`src/rtl/ramctrl.sv`:
```
// ramctrl: byte-serial RAM port arbiter between datactrl (1/2/4-byte loads
// and stores) and the instruction cache (4-byte fetches). One RAM byte moves
// per cycle; read bytes are assembled little-endian and loads are extended.
// Data requests always win over a simultaneous fetch.
module ramctrl #(
  parameter int ADDR_W = 32,
  parameter int DATA_W = 32
) (
  input  logic              clk_in,
  input  logic              rst_in,
  input  logic              rdy_in,
  input  logic              rob_rst_in,
  input  logic              datactrl_ramctrl_data_en_in,
  input  logic              datactrl_ramctrl_data_rw_in,
  input  logic              datactrl_ramctrl_data_sgn_in,
  input  logic [2:0]        datactrl_ramctrl_data_width_in,
  input  logic [ADDR_W-1:0] datactrl_ramctrl_data_addr_in,
  input  logic [DATA_W-1:0] datactrl_ramctrl_data_data_in,
  output logic              ramctrl_datactrl_data_rdy_out,
  output logic [DATA_W-1:0] ramctrl_datactrl_data_data_out,
  input  logic              icache_ramctrl_en_in,
  input  logic [ADDR_W-1:0] icache_ramctrl_addr_in,
  output logic              ramctrl_icache_rdy_out,
  output logic [DATA_W-1:0] ramctrl_icache_data_out,
  input  logic [7:0]        mem_din_in,
  output logic [7:0]        mem_dout_out,
  output logic [ADDR_W-1:0] mem_a_out,
  output logic              mem_wr_out
);

  typedef enum logic [1:0] {IDLE, READ, WRITE, DONE} state_t;

  state_t            state;
  logic [2:0]        cnt;
  logic [2:0]        width;
  logic              sgn;
  logic              src_fetch;
  logic [ADDR_W-1:0] addr;
  logic [DATA_W-1:0] wdata;
  // Read bytes shift in from the top, so after N samples they occupy the top N lanes.
  logic [DATA_W-9:0] rbuf;
  logic [DATA_W-1:0] assembled;
  logic [2:0]        cnt_nxt;
  logic [ADDR_W-1:0] addr_nxt;
  logic              accept_data;
  logic              accept_fetch;
  logic              rd_sample;
  logic              wr_advance;

  // Width encodings other than 1 and 2 behave as a full word.
  function automatic logic [2:0] norm_width(input logic [2:0] w);
    case (w)
      3'd1:    norm_width = 3'd1;
      3'd2:    norm_width = 3'd2;
      default: norm_width = 3'd4;
    endcase
  endfunction

  // Extend a top-lane-aligned read word according to width and sign flag.
  function automatic logic [DATA_W-1:0] extend_load(input logic [DATA_W-1:0] word,
                                                    input logic [2:0] w, input logic s);
    logic signed [7:0]  b;
    logic signed [15:0] h;
    b = word[DATA_W-1 -: 8];
    h = word[DATA_W-1 -: 16];
    case (w)
      3'd1:    extend_load = s ? DATA_W'(b) : DATA_W'($unsigned(b));
      3'd2:    extend_load = s ? DATA_W'(h) : DATA_W'($unsigned(h));
      default: extend_load = word;
    endcase
  endfunction

  // Request acceptance, byte stepping and the word formed by the byte on mem_din_in.
  always_comb begin
    cnt_nxt      = cnt + 3'd1;
    addr_nxt     = addr + ADDR_W'(cnt_nxt);
    assembled    = {mem_din_in, rbuf};
    accept_data  = rdy_in && (state == IDLE) && !rob_rst_in && datactrl_ramctrl_data_en_in;
    accept_fetch = rdy_in && (state == IDLE) && !rob_rst_in && !datactrl_ramctrl_data_en_in
                   && icache_ramctrl_en_in;
    rd_sample    = rdy_in && (state == READ) && !rob_rst_in && (cnt != 3'd0);
    wr_advance   = rdy_in && (state == WRITE) && (cnt_nxt != width);
  end

  // Request datapath: latched address, store byte queue and read byte buffer.
  always_ff @(posedge clk_in) begin
    if (accept_data) begin
      addr  <= datactrl_ramctrl_data_addr_in;
      wdata <= datactrl_ramctrl_data_data_in >> 8;
    end else if (accept_fetch) begin
      addr <= icache_ramctrl_addr_in;
    end else if (wr_advance) begin
      wdata <= wdata >> 8;
    end
    if (rd_sample) rbuf <= assembled[DATA_W-1:8];
  end

  // Arbiter FSM with registered RAM bus and completion outputs.
  always_ff @(posedge clk_in or negedge rst_in) begin
    if (!rst_in) begin
      state                          <= IDLE;
      cnt                            <= 3'd0;
      width                          <= 3'd4;
      sgn                            <= 1'b0;
      src_fetch                      <= 1'b0;
      ramctrl_datactrl_data_rdy_out  <= 1'b0;
      ramctrl_datactrl_data_data_out <= '0;
      ramctrl_icache_rdy_out         <= 1'b0;
      ramctrl_icache_data_out        <= '0;
      mem_dout_out                   <= 8'h00;
      mem_a_out                      <= '0;
      mem_wr_out                     <= 1'b0;
    end else if (rdy_in) begin
      case (state)
        IDLE: begin
          if (accept_data) begin
            cnt       <= 3'd0;
            width     <= norm_width(datactrl_ramctrl_data_width_in);
            sgn       <= datactrl_ramctrl_data_sgn_in;
            src_fetch <= 1'b0;
            mem_a_out <= datactrl_ramctrl_data_addr_in;
            if (datactrl_ramctrl_data_rw_in) begin
              state        <= WRITE;
              mem_wr_out   <= 1'b1;
              mem_dout_out <= datactrl_ramctrl_data_data_in[7:0];
            end else begin
              state <= READ;
            end
          end else if (accept_fetch) begin
            cnt       <= 3'd0;
            width     <= 3'd4;
            sgn       <= 1'b0;
            src_fetch <= 1'b1;
            mem_a_out <= icache_ramctrl_addr_in;
            state     <= READ;
          end
        end
        READ: begin
          if (rob_rst_in) begin
            state      <= IDLE;
            mem_wr_out <= 1'b0;
          end else if (cnt == width) begin
            state <= DONE;
            if (src_fetch) begin
              ramctrl_icache_rdy_out  <= 1'b1;
              ramctrl_icache_data_out <= assembled;
            end else begin
              ramctrl_datactrl_data_rdy_out  <= 1'b1;
              ramctrl_datactrl_data_data_out <= extend_load(assembled, width, sgn);
            end
          end else begin
            cnt <= cnt_nxt;
            if (cnt_nxt != width) mem_a_out <= addr_nxt;
          end
        end
        WRITE: begin
          // A committed store is never cut short by a flush.
          if (cnt_nxt == width) begin
            state                         <= DONE;
            mem_wr_out                    <= 1'b0;
            ramctrl_datactrl_data_rdy_out <= 1'b1;
          end else begin
            cnt          <= cnt_nxt;
            mem_a_out    <= addr_nxt;
            mem_dout_out <= wdata[7:0];
          end
        end
        default: begin
          // Turnaround cycle keeps a still-asserted enable from being re-accepted.
          ramctrl_datactrl_data_rdy_out <= 1'b0;
          ramctrl_icache_rdy_out        <= 1'b0;
          state                         <= IDLE;
        end
      endcase
    end
  end

endmodule

```
`config.mk`:
```
export PLATFORM = sky130hd
export DESIGN_NAME = ramctrl
export DESIGN_NICKNAME = d
export VERILOG_FILES = /design/src/rtl/ramctrl.sv
export SDC_FILE = /design/constraint.sdc
export NUM_CORES = 1
export LEC_CHECK = 0
export BUFFER_PORTS_ARGS = -buffer_cell sky130_fd_sc_hd__buf_2
export CAP_MARGIN = 20
export CORE_MARGIN = 2
export CORE_UTILIZATION = 54
export DETAILED_ROUTE_END_ITERATION = 16
export HOLD_SLACK_MARGIN = 0.15
export MAX_ROUTING_LAYER = met4
export PLACE_DENSITY = 0.8
export SKIP_CTS_REPAIR_TIMING = 1
export SYNTH_ARGS = -nofsm -noshare
export SYNTH_HDL_FRONTEND = slang
export SYNTH_SLANG_ARGS = --single-unit
```
`constraint.sdc`:
```
create_clock -name clk_in -period 4.05 [get_ports clk_in]
set_clock_uncertainty 0.1 [all_clocks]
set_input_delay 0.81 -clock clk_in [delete_from_list [all_inputs] [get_ports clk_in]]
set_output_delay 0.81 -clock clk_in [all_outputs]
set_load 0.02 [all_outputs]
```
==> impl_metrics.csv <==
group,metric,value,unit
clocking,cts_buffers,17,
setup_path,critPathMostFrequentCell,"inv_1",
detailed_routing,wl_per_cell,17.43,um
setup_path,path_class,"flip-flop to flip-flop",
setup_path,r2r_cells,10,
sta,slew_headroom,0.3389,
power,p_clk_frac,0.219,
sta,finalHoldViolations,0,
synth,synth_common_cells,"nand2_1 (197), dfrtp_1 (116), edfxtp_1 (80)",
power,p_int,4.825,mW
placed_design,place_area,0.01090,mm^2
sta,tightestPinTransition,0.9880,ns
clocking,cts_buffer_depth,2,
detailed_routing,vias,7699,
power,p_sw,3.288,mW
clocking,htree_levels,4,
clocking,clock-root-buffer,"clkbuf_16",
setup_path,r2r_slack,0.82,ns
placed_design,place.gp.congestion,0.8592,
setup_path,path_delay_family,"simple AND/OR/NAND/NOR gates",
sta,finalSetupViolCount,0,
floorplan,die_h,137.1,um
synth,yosys_warnings,0,
job,maxCapViolCount,0,
cells_and_area,num-nets-final,1243,
grt,overflow,0,
grt,grt_max_degree,68,
detailed_routing,ant_nets,0,
synth,synth-edff-count,80,
synth,async_reset_ff_frac,0.5939,
floorplan,core,0.01730,mm^2
synth,syn-num-nets,1041,
setup_path,cpPeakStageDelay,0.56,ns
synth,synth.area.top_cells,"dfrtp_1 (30%), edfxtp_1 (25%), nand2_1 (7.7%)",
sta,max_clock_freq,309.7,MHz
grt,track_usage,0.2642,
cells_and_area,diodes,0,
cells_and_area,ff_latch_area,0.005331,mm^2
detailed_routing,drc,0,
setup_path,worstReg2RegStart,"cnt[0]$_DFFE_PN0P_",
power,seqPwrFrac,0.383,
setup_path,worstPathRequired,4.27,ns
setup_path,crit_chain,"inv_1 -> ha_1 -> inv_1 -> fa_1 -> and2b_1 -> o2111ai_1 -> buf_4 -> or4_1 -> o22a_1 -> a22o_1",
power,combPwrFrac,0.398,
synth,synthCells,916,
cells_and_area,area_growth,20.59,%
power,powerDensity,703.0,mW/mm^2
sta,rsz0062_at_grt,"no",
detailed_routing,drtIter0Drc,647,
setup_path,cp_slowest_cell,"or4_1",
setup_path,startpoint_type,"flip-flop",
sta,min_period,3.229,ns
clocking,cts.sinks,197,
power,switching_share,0.4053,
cells_and_area,layout-drive-gt1-share,0.3068,
power,peakVddDrop,468.3,uV
setup_path,crit_buf_inv,3,
floorplan,fp-row-count,48,
clocking,cts.clk_slew.worst_paths,0.08,ns
synth,synth_area,0.009569,mm^2
synth,syn_avg_cell_area,10.45,um^2
synth,synthDistinctLibCells,63,
clocking,cts_tree,"built",
sta,tns,0,ns
synth,synthFlopType,"dfrtp_1",
grt,grt_pass1_vias,7345,
placed_design,portBuffers,221,
cells_and_area,nFillCells,1362,
detailed_routing,via_per_inst,5.678,
cells_and_area,multiInputGateArea,0.003955,mm^2
setup_path,crit_arrival,3.45,ns
sta,drv_slew,0,
synth,yosysMostFrequentCell,"nand2_1",
floorplan,die_area,0.01880,mm^2
floorplan,start_util,0.5532,
detailed_routing,drt_first_pass_iters,5,
clocking,clk_latency,0.43,ns
min_path,min_path_type,"input pin to async pin",
setup_path,worstSetupEndpointType,"flip-flop",
grt,grt_pass1_wl,37440,um
floorplan,ios,222,
synth,yosysTopAreaCell,"dfrtp_1",
synth,synth_top_cell_area_share,0.3033,
cells_and_area,design_area,0.01154,mm^2
power,leakagePower,5.339,nW
floorplan,die_x,137.1,um
detailed_routing,wl,23640,um
synth,ys_seq_area_frac,0.5571,
synth,ys_seq_elements,197,
sta,fin_crit_sh,0.7972,
placed_design,dpl.hpwl,16360,um
setup_path,r2r_end,"mem_a_out[30]$_DFFE_PN0P_",
outcome,status,"complete, no violations",
grt,antenna_found_initial,0,
setup_path,worst-path-max-fanout,14,
[power by group through the flow]
stage,Clock (mW),Combinational (mW),Sequential (mW)
after floorplan,0,1.71,3.57
final,1.78,3.23,3.11
after CTS,1.80,3.24,3.11
after global placement,0,3.12,3.13
after global routing,1.88,3.57,3.17
after detailed placement,0,3.22,3.14
[registers in the layout, summed over array words and instances, names as in the netlist, 8 cells and up]
register / count
ramctrl_icache_data_out: 32
rbuf: 24
wdata: 24
mem_a_out: 32
addr: 32
mem_dout_out: 8
ramctrl_datactrl_data_data_out: 32
[kinds of logic after synthesis]
| kind of cell | share of synthesized area |
|---|---|
| and+or+nand+nor | 0.1701 |
| DFF | 0.5571 |
| AOI/OAI and AO/OA | 0.1206 |
| buffers and inverters | 0.03308 |
| muxes | 0.08643 |
| xor gates and xnor gates | 0.01883 |
| adders and majority gates | 0.01386 |
[stage by stage]
step / utilization / instances / total power, mW / hold WS (ns) / setup WS, ns
after floorplan: - / 916 / 5.283 / 0.3642 / 1.011
after global placement: 0.6299 / 1323 / 6.248 / 0.3556 / 0.9798
after detailed placement: 0.6299 / 1323 / 6.363 / 0.3608 / 0.8497
after CTS: 0.6669 / 1355 / 8.141 / 0.3550 / 0.8283
after global routing: 0.6672 / 1356 / 8.616 / 0.3814 / 0.6607
final: 0.6672 / 1356 / 8.113 / 0.3257 / 0.8212
[worst max path at each step]
stage	start	end	slack [ns]	depth (start not counted)
2_1_floorplan	cnt[0]$_DFFE_PN0P_	wdata[0]$_DFFE_PP_	1.01	7
3_3_place_gp	cnt[0]$_DFFE_PN0P_	mem_a_out[30]$_DFFE_PN0P_	0.98	10
3_5_place_dp	cnt[0]$_DFFE_PN0P_	mem_a_out[30]$_DFFE_PN0P_	0.85	10
4_1_cts	cnt[0]$_DFFE_PN0P_	mem_a_out[30]$_DFFE_PN0P_	0.83	10
5_1_grt	cnt[0]$_DFFE_PN0P_	mem_a_out[30]$_DFFE_PN0P_	0.66	10
6_report	cnt[0]$_DFFE_PN0P_	mem_a_out[30]$_DFFE_PN0P_	0.82	10
[final cells by class]
cell class | count | share of cell area
well taps | 225 | 0.02440
flip-flops and latches | 197 | 0.4620
multi-input cells | 642 | 0.3427
inverters | 21 | 0.006831
clock buffers | 19 | 0.04120
clock inverters | 13 | 0.01420
repair buffers | 239 | 0.1086
[cells in the final DEF, fill, tap and decap left out, types with 3 or more instances in the layout]
cell type  count
clkinv_8       4
o211ai_1       9
nand2b_1      11
nand3_1       18
o21ai_0       47
or4_1          4
and3_1         6
edfxtp_1      80
buf_4         17
or3_1          5
a22o_1         5
a21oi_1       42
a211oi_1       4
mux2_2        61
xnor2_1       12
inv_8          4
o31ai_1       10
a311oi_1       6
and4_1         6
and2_1        10
dfrtp_1      116
buf_2        220
nor2b_1        3
a2111oi_0      7
nor2_1        65
xor2_1         6
mux2i_1       14
a21o_1         8
clkbuf_16     19
inv_1         20
o221ai_1       8
nand4_1       11
o41ai_1        4
o2111ai_1      3
a31o_2         3
nor4_1         3
nand2_1      197
a31oi_1        6
ha_1           8
nor3_1         7
[per-layer routing]
metal | vias up | wire [um] | GRT usage
met2 | 327 | 11590 | 0.4265
met3 | 33 | 1714 | 0.04519
li1 | 3676 | - | -
met4 | 0 | 409 | 0.07904
met5 | - | 0 | -
met1 | 3663 | 9922 | 0.3447
No activity file was read; power rests on OpenSTA's default activity.
